--- src/rtl/div_sched_if.sv ---
//------------------------------------------------------------------------------
// Module  : div_sched_if
// Brief   : EX-stage request/result bundle between the pipeline and div_sched.
// Revision: 1.0 - initial release
//------------------------------------------------------------------------------
`default_nettype none

interface div_sched_if #(
    parameter int WIDTH = 32
);
    logic             div_en;
    logic [3:0]       div_op;
    logic [WIDTH-1:0] div_src1;
    logic [WIDTH-1:0] div_src2;
    logic             flush;
    logic             out_ready;
    logic             div_idle;
    logic             div_busy;
    logic             div_done;
    logic [WIDTH-1:0] div_result;

    modport master (
        output div_en, div_op, div_src1, div_src2, flush, out_ready,
        input  div_idle, div_busy, div_done, div_result
    );

    modport slave (
        input  div_en, div_op, div_src1, div_src2, flush, out_ready,
        output div_idle, div_busy, div_done, div_result
    );
endinterface

`default_nettype wire

--- src/rtl/div_sched.sv ---
//------------------------------------------------------------------------------
// Module  : div_sched
// Brief   : Multi-cycle radix-2 restoring divide scheduler for the EX stage.
//           Optional macro DIV_SCHED_EARLY_OUT_EN skips iteration for trivial
//           operands (zero divisor or |dividend| < |divisor|).
// Revision: 1.0 - initial release
//------------------------------------------------------------------------------
`default_nettype none

module div_sched #(
    parameter int WIDTH = 32,
    parameter int CNT_W = 5
) (
    input  wire logic   clk,
    input  wire logic   reset,
    div_sched_if.slave  bus
);

    typedef enum logic [1:0] {
        S_IDLE = 2'd0,
        S_BUSY = 2'd1,
        S_DONE = 2'd2
    } state_t;

    state_t             state_q, state_d;
    logic [CNT_W-1:0]   cnt_q, cnt_d;
    logic [WIDTH-1:0]   dvd_q, dvd_d;   // dividend shifts out of the top, quotient in at the bottom
    logic [WIDTH-1:0]   rem_q, rem_d;
    logic [WIDTH-1:0]   dvs_q, dvs_d;
    logic [WIDTH-1:0]   res_q, res_d;
    logic               q_neg_q, q_neg_d;
    logic               r_neg_q, r_neg_d;
    logic               sel_rem_q, sel_rem_d;

    logic               w_signed;
    logic               w_sel_rem;
    logic [WIDTH-1:0]   w_mag1, w_mag2;
    logic [WIDTH:0]     w_rem_sh;
    logic               w_ge;
    logic [WIDTH-1:0]   w_diff;
    logic [WIDTH-1:0]   w_rem_nxt, w_quo_nxt;

    function automatic logic [WIDTH-1:0] fixup(
        input logic [WIDTH-1:0] quo,
        input logic [WIDTH-1:0] rem,
        input logic             qn,
        input logic             rn,
        input logic             sel
    );
        if (sel)
            return rn ? -rem : rem;
        else
            return qn ? -quo : quo;
    endfunction

    // Lowest set bit of div_op wins; an all-zero op behaves as div.wu.
    always_comb begin
        w_signed  = 1'b0;
        w_sel_rem = 1'b0;
        if (bus.div_op[0]) begin
            w_signed = 1'b1;
        end else if (bus.div_op[1]) begin
            w_signed = 1'b0;
        end else if (bus.div_op[2]) begin
            w_signed  = 1'b1;
            w_sel_rem = 1'b1;
        end else if (bus.div_op[3]) begin
            w_sel_rem = 1'b1;
        end
    end

    assign w_mag1 = (w_signed && bus.div_src1[WIDTH-1]) ? -bus.div_src1 : bus.div_src1;
    assign w_mag2 = (w_signed && bus.div_src2[WIDTH-1]) ? -bus.div_src2 : bus.div_src2;

    // The shifted partial remainder needs one extra bit before the compare.
    assign w_rem_sh  = {rem_q, dvd_q[WIDTH-1]};
    assign w_ge      = (w_rem_sh >= {1'b0, dvs_q});
    assign w_diff    = w_rem_sh[WIDTH-1:0] - dvs_q;
    assign w_rem_nxt = w_ge ? w_diff : w_rem_sh[WIDTH-1:0];
    assign w_quo_nxt = {dvd_q[WIDTH-2:0], w_ge};

    always_comb begin
        state_d   = state_q;
        cnt_d     = cnt_q;
        dvd_d     = dvd_q;
        rem_d     = rem_q;
        dvs_d     = dvs_q;
        res_d     = res_q;
        q_neg_d   = q_neg_q;
        r_neg_d   = r_neg_q;
        sel_rem_d = sel_rem_q;

        case (state_q)
            S_IDLE: begin
                if (bus.div_en && !bus.flush) begin
                    dvd_d     = w_mag1;
                    rem_d     = '0;
                    dvs_d     = w_mag2;
                    cnt_d     = '0;
                    q_neg_d   = w_signed & (bus.div_src1[WIDTH-1] ^ bus.div_src2[WIDTH-1]);
                    r_neg_d   = w_signed & bus.div_src1[WIDTH-1];
                    sel_rem_d = w_sel_rem;
                    state_d   = S_BUSY;
`ifdef DIV_SCHED_EARLY_OUT_EN
                    if ((w_mag2 == '0) || (w_mag1 < w_mag2)) begin
                        state_d = S_DONE;
                        res_d   = fixup((w_mag2 == '0) ? '1 : '0, w_mag1,
                                        q_neg_d, r_neg_d, sel_rem_d);
                    end
`endif
                end
            end
            S_BUSY: begin
                dvd_d = w_quo_nxt;
                rem_d = w_rem_nxt;
                cnt_d = cnt_q + 1'b1;
                if (cnt_q == CNT_W'(WIDTH - 1)) begin
                    state_d = S_DONE;
                    res_d   = fixup(w_quo_nxt, w_rem_nxt, q_neg_q, r_neg_q, sel_rem_q);
                end
            end
            S_DONE: begin
                if (bus.out_ready)
                    state_d = S_IDLE;
            end
            default: state_d = S_IDLE;
        endcase

        if (bus.flush)
            state_d = S_IDLE;
    end

    always_ff @(posedge clk) begin
        if (reset) begin
            state_q   <= S_IDLE;
            cnt_q     <= '0;
            dvd_q     <= '0;
            rem_q     <= '0;
            dvs_q     <= '0;
            res_q     <= '0;
            q_neg_q   <= 1'b0;
            r_neg_q   <= 1'b0;
            sel_rem_q <= 1'b0;
        end else begin
            state_q   <= state_d;
            cnt_q     <= cnt_d;
            dvd_q     <= dvd_d;
            rem_q     <= rem_d;
            dvs_q     <= dvs_d;
            res_q     <= res_d;
            q_neg_q   <= q_neg_d;
            r_neg_q   <= r_neg_d;
            sel_rem_q <= sel_rem_d;
        end
    end

    assign bus.div_idle   = (state_q == S_IDLE);
    assign bus.div_busy   = (state_q != S_IDLE);
    assign bus.div_done   = (state_q == S_DONE);
    assign bus.div_result = res_q;

endmodule

`default_nettype wire

--- src/flat_wrapper.sv ---
// flat-port wrapper written by rule: the top's interface ports become plain ports
module div_sched_flat 
#(
    parameter int WIDTH = 32,
    parameter int CNT_W = 5
)
  (clk, reset, bus_div_en, bus_div_op, bus_div_src1, bus_div_src2, bus_flush, bus_out_ready, bus_div_idle, bus_div_busy, bus_div_done, bus_div_result);
  div_sched_if #(.WIDTH(WIDTH)) bus_i ();
  input  wire logic clk;
  input  wire logic reset;
  input wire logic [$bits(bus_i.div_en)-1:0] bus_div_en;
  input wire logic [$bits(bus_i.div_op)-1:0] bus_div_op;
  input wire logic [$bits(bus_i.div_src1)-1:0] bus_div_src1;
  input wire logic [$bits(bus_i.div_src2)-1:0] bus_div_src2;
  input wire logic [$bits(bus_i.flush)-1:0] bus_flush;
  input wire logic [$bits(bus_i.out_ready)-1:0] bus_out_ready;
  output wire logic [$bits(bus_i.div_idle)-1:0] bus_div_idle;
  output wire logic [$bits(bus_i.div_busy)-1:0] bus_div_busy;
  output wire logic [$bits(bus_i.div_done)-1:0] bus_div_done;
  output wire logic [$bits(bus_i.div_result)-1:0] bus_div_result;
  assign bus_i.div_en = bus_div_en;
  assign bus_i.div_op = bus_div_op;
  assign bus_i.div_src1 = bus_div_src1;
  assign bus_i.div_src2 = bus_div_src2;
  assign bus_i.flush = bus_flush;
  assign bus_i.out_ready = bus_out_ready;
  assign bus_div_idle = bus_i.div_idle;
  assign bus_div_busy = bus_i.div_busy;
  assign bus_div_done = bus_i.div_done;
  assign bus_div_result = bus_i.div_result;
  div_sched #(.WIDTH(WIDTH), .CNT_W(CNT_W)) u_core (.clk(clk), .reset(reset), .bus(bus_i));
endmodule
--- config.mk ---
export PLATFORM = sky130hd
export DESIGN_NAME = div_sched_flat
export DESIGN_NICKNAME = d
export VERILOG_FILES = /design/src/rtl/div_sched_if.sv /design/src/rtl/div_sched.sv /design/src/flat_wrapper.sv
export SDC_FILE = /design/constraint.sdc
export NUM_CORES = 1
export LEC_CHECK = 0
export BUFFER_PORTS_ARGS = -buffer_cell sky130_fd_sc_hd__buf_2
export CAP_MARGIN = 10
export CORE_MARGIN = 8
export CORE_UTILIZATION = 36
export CTS_CLUSTER_SIZE = 40
export DETAILED_ROUTE_END_ITERATION = 7
export PLACE_DENSITY = 0.66
export SLEW_MARGIN = 20
export SYNTH_ARGS = -nofsm -noshare
export SYNTH_HDL_FRONTEND = slang
export SYNTH_SLANG_ARGS = --single-unit
--- constraint.sdc ---
create_clock -name clk -period 4.5 [get_ports clk]
set_input_delay 0 -clock clk [delete_from_list [all_inputs] [get_ports clk]]
set_output_delay 0 -clock clk [all_outputs]
set_load 0.05 [all_outputs]
==> summary.txt <==
Outcome
  – Outcome: finished clean

Global route
  – Initial antenna violation count: 0
  – Vias in the first global route: roughly 11000
  – Largest net degree at the start of global routing: 87
  – First-pass GRT wire length: 59.2 mm
  – Overflow after GRT: 0
  – GRT Total Usage: about a fifth

Routing
  – Via density: ~5.7
  – Wl on met1: 17.4 mm
  – Vias: approximately 11000
  – Top Layer Used: met4
  – Routed wire length: 37.4 mm
  – Met3 routed wirelength: 1.51 mm
  – TritonRoute pass-1 iters: 5
  – Initial DRC Count: about 1000
  – Met2 WL post-DR: roughly 18 mm
  – Post-route DRC: 0
  – Final ANT Viol Nets: 0
  – Drt wl/cell: about 19 um

Setup path
  – CP required: 4.86 ns
  – R2R Setup Slk: 0.29 ns
  – Worst-path fanout max: 6
  – Worst Setup Start Kind: flip-flop
  – R2R cell count: 16
  – WP data arrival: roughly 4.6 ns
  – Crit path kind: flip-flop to flip-flop
  – CP endpoint kind: flip-flop
  – Worst r2r src: u_core.rem_q[18]
  – Reg2reg end: u_core.bus.div_result[20]

Die
  – Die footprint: 36100 sq um
  – Initial core utilization: between 30% and 40%
  – Die W: around 190 um
  – Die Y: approximately 190 um
  – I/O pin total: 108
  – Core area: between 20000 and 30000 sq um
  – Rows: 63

Clocking
  – Clk buf depth: 2
  – Number of CTS-inserted buffers: 17
  – CTS root buf: clkbuf_16
  – CTS clk-pin slew, worst paths: around 0.07 ns
  – TritonCTS clock tree: yes
  – CTS sink count: 138
  – CTS H-Tree Depth: 4
  – Clk_lat worst skew: 0.44 ns

Synthesis
  – Avg Inst Size Synth: roughly 7.4 sq um
  – #FFs+latches synth: 138
  – Async set or reset register ratio after synthesis: 0%
  – Commonest register cell after synthesis: dfxtp_1
  – Post-synth EDFFs: 0
  – Synth cell types: 91
  – Post-Syn Area: around 11000 sq um
  – Syn Nets: ~1600
  – Register area share after synthesis: between 20% and 30%
  – Warnings from Yosys: 0
  – Gate Count Post-Synth: ~1500

Timing
  – Fin crit period: 4.21 ns
  – Worst Max-Slew Pin Slew: about 1.1 ns
  – WHS: ~0.022 ns
  – Final Hold Violating Endpoints: 0
  – Fin crit share: ~94%
  – Final setup violation count: 0
  – Clock skew: around 0.013 ns
  – Max Clk Rate: between 200 and 250 MHz
  – Setup TNS: 0 ns
  – Fin. max-slew vios: 0
  – Slew margin rel.: ~29%

Min path
  – Worst hold stages: 5
  – Hold endpoint: u_core.dvd_q[30]
  – HP Class: primary input to flip-flop
  – Min-delay src: bus_div_src1[30]

Flow run
  – Max Cap Viol: 0

Final layout
  – Synth-to-layout area growth: 20.9%
  – # nets final: ~1700
  – # fillers: roughly 3000
  – Area of the multi-input gates: between 7000 and 8000 sq um
  – Flip-flop and latch area: 2770 sq um
  – Share of cells above drive strength 1: roughly 16%
  – ANT cells: 0

Placed design
  – Buffers on Ports: 107
  – Hpwl dp: between 20 and 30 mm
  – Placer congestion estimate: approximately 0.99

Pwr
  – Leakage Power: slightly above 0.005 uW
  – VDD IR max: 0.180 mV
  – PwrDens: approximately 300 nW/um^2
  – Power Total: 3980 uW
[cell type report]
type                            count  area share [%]
Sequential cell                   138            21.0
Timing Repair Buffer              207            10.8
Clock buffer                       18            3.33
Multi-Input combinational cell   1187            58.2
Tap cell                          390            3.70
Inverter                           54            1.54
Clock inverter                     14            1.40
[through the flow]
stage	instances	worst slack, ns	utilization [%]	area, sq um
6_report	2008	0.291	44.3	13200
5_1_grt	2008	-0.0365	44.3	13200
4_1_cts	1999	0.0795	43.8	13000
3_5_place_dp	1912	0.127	39.9	11800
3_3_place_gp	1912	0.256	39.8	11800
2_1_floorplan	1472	0.0253	-	10900
[worst max path at each step]
stage,to,start,slack (ns),cells after the start
after floorplan,u_core.bus.div_result[22],u_core.dvs_q[9],0.03,22
after global placement,u_core.bus.div_result[22],u_core.rem_q[5],0.26,16
after detailed placement,u_core.bus.div_result[22],u_core.rem_q[11],0.13,16
after CTS,u_core.bus.div_result[22],u_core.rem_q[13],0.08,16
after global routing,u_core.bus.div_result[20],u_core.dvs_q[27],-0.04,16
final,u_core.bus.div_result[20],u_core.rem_q[18],0.29,16
[cell families (layout without fill, tap and decap cells)]
logic type / after synthesis / in the layout / share of synthesized area (%)
compound gates: 441 / 441 / 27.0
xor+xnor: 130 / 130 / 10.4
fa+ha+maj: 39 / 39 / 4.54
buf+inv: 147 / 293 / 5.61
flops: 138 / 138 / 25.3
mux: 28 / 28 / 2.66
simple gates: 549 / 549 / 24.4
[placed cells by master, fill, tap and decap left out, types with 31 or more instances in the layout]
cell type,Yosys,layout
xnor2_1,73,73
ha_1,38,34
a21oi_1,130,126
nand2_1,146,146
inv_1,52,52
buf_2,12,106
dlygate4sd3_1,0,55
nand3_1,32,31
o21ai_0,66,63
nor2_1,185,184
xor2_1,57,57
dfxtp_1,138,135
buf_4,2,46
a211oi_1,54,54
nor3_1,47,46
[synthesized netlist by cell type, types with 13 or more instances]
master	instances	area, sq um
xnor2_1	73	639
nand2_1	146	548
a21oi_1	130	651
nor3_1	47	235
xor2_1	57	499
dfxtp_1	138	2760
o21ai_0	66	330
a211oi_1	54	405
o21a_1	13	97.6
a31oi_1	30	188
clkbuf_1	70	263
nand2b_1	14	87.6
nor2_1	185	694
o31ai_1	25	188
or3_1	21	131
ha_1	38	475
nand4_1	14	87.6
inv_1	52	195
a22oi_1	30	225
nor4_1	22	138
nand3_1	32	160
mux2i_1	23	230
[routing by layer]
layer / vias up / GRT usage, %
met5: - / 0
met4: 0 / 6.13
met3: 58 / 2.40
met2: 321 / 33.5
met1: 5447 / 27.3
li1: 5605 / -
[state kept, by name, indices dropped and copies added, names as in the netlist, 2 cells and up]
name,flops
u_core.bus.div_result,32
u_core.cnt_q,5
u_core.dvs_q,32
u_core.rem_q,32
u_core.state_q,2
u_core.dvd_q,32
[power by group]
group / total (uW) / internal, uW / switching, uW
registers: 1310 / 1260 / 45.7
logic: 1140 / 457 / 679
clock network: 1530 / 902 / 631
total: 3980 / 2620 / 1360
[worst max-delay path: stages, from the launching register on]
cell and delay, ns:
dfxtp_1 0.47, ha_1 0.37, and4_2 0.30, and3_4 0.18
a32oi_4 0.22, nand3_4 0.14, a21o_4 0.25, mux2i_2 0.21
ha_2 0.25, nor4b_4 0.23, nor4b_2 0.22, mux2i_1 0.14
nand4bb_4 0.32, o31ai_2 0.30, xnor2_1 0.09, a211o_1 0.31
a21oi_1 0.14
[repair_timing]
item | CTS | global route
endpoints found under the hold margin | 53 | 0
endpoints found under the setup margin | 0 | 15
hold buffers | 55 | 0
buffers inserted | 0 | 9
resized for setup | 0 | 23
No activity file was read; power rests on OpenSTA's default activity.
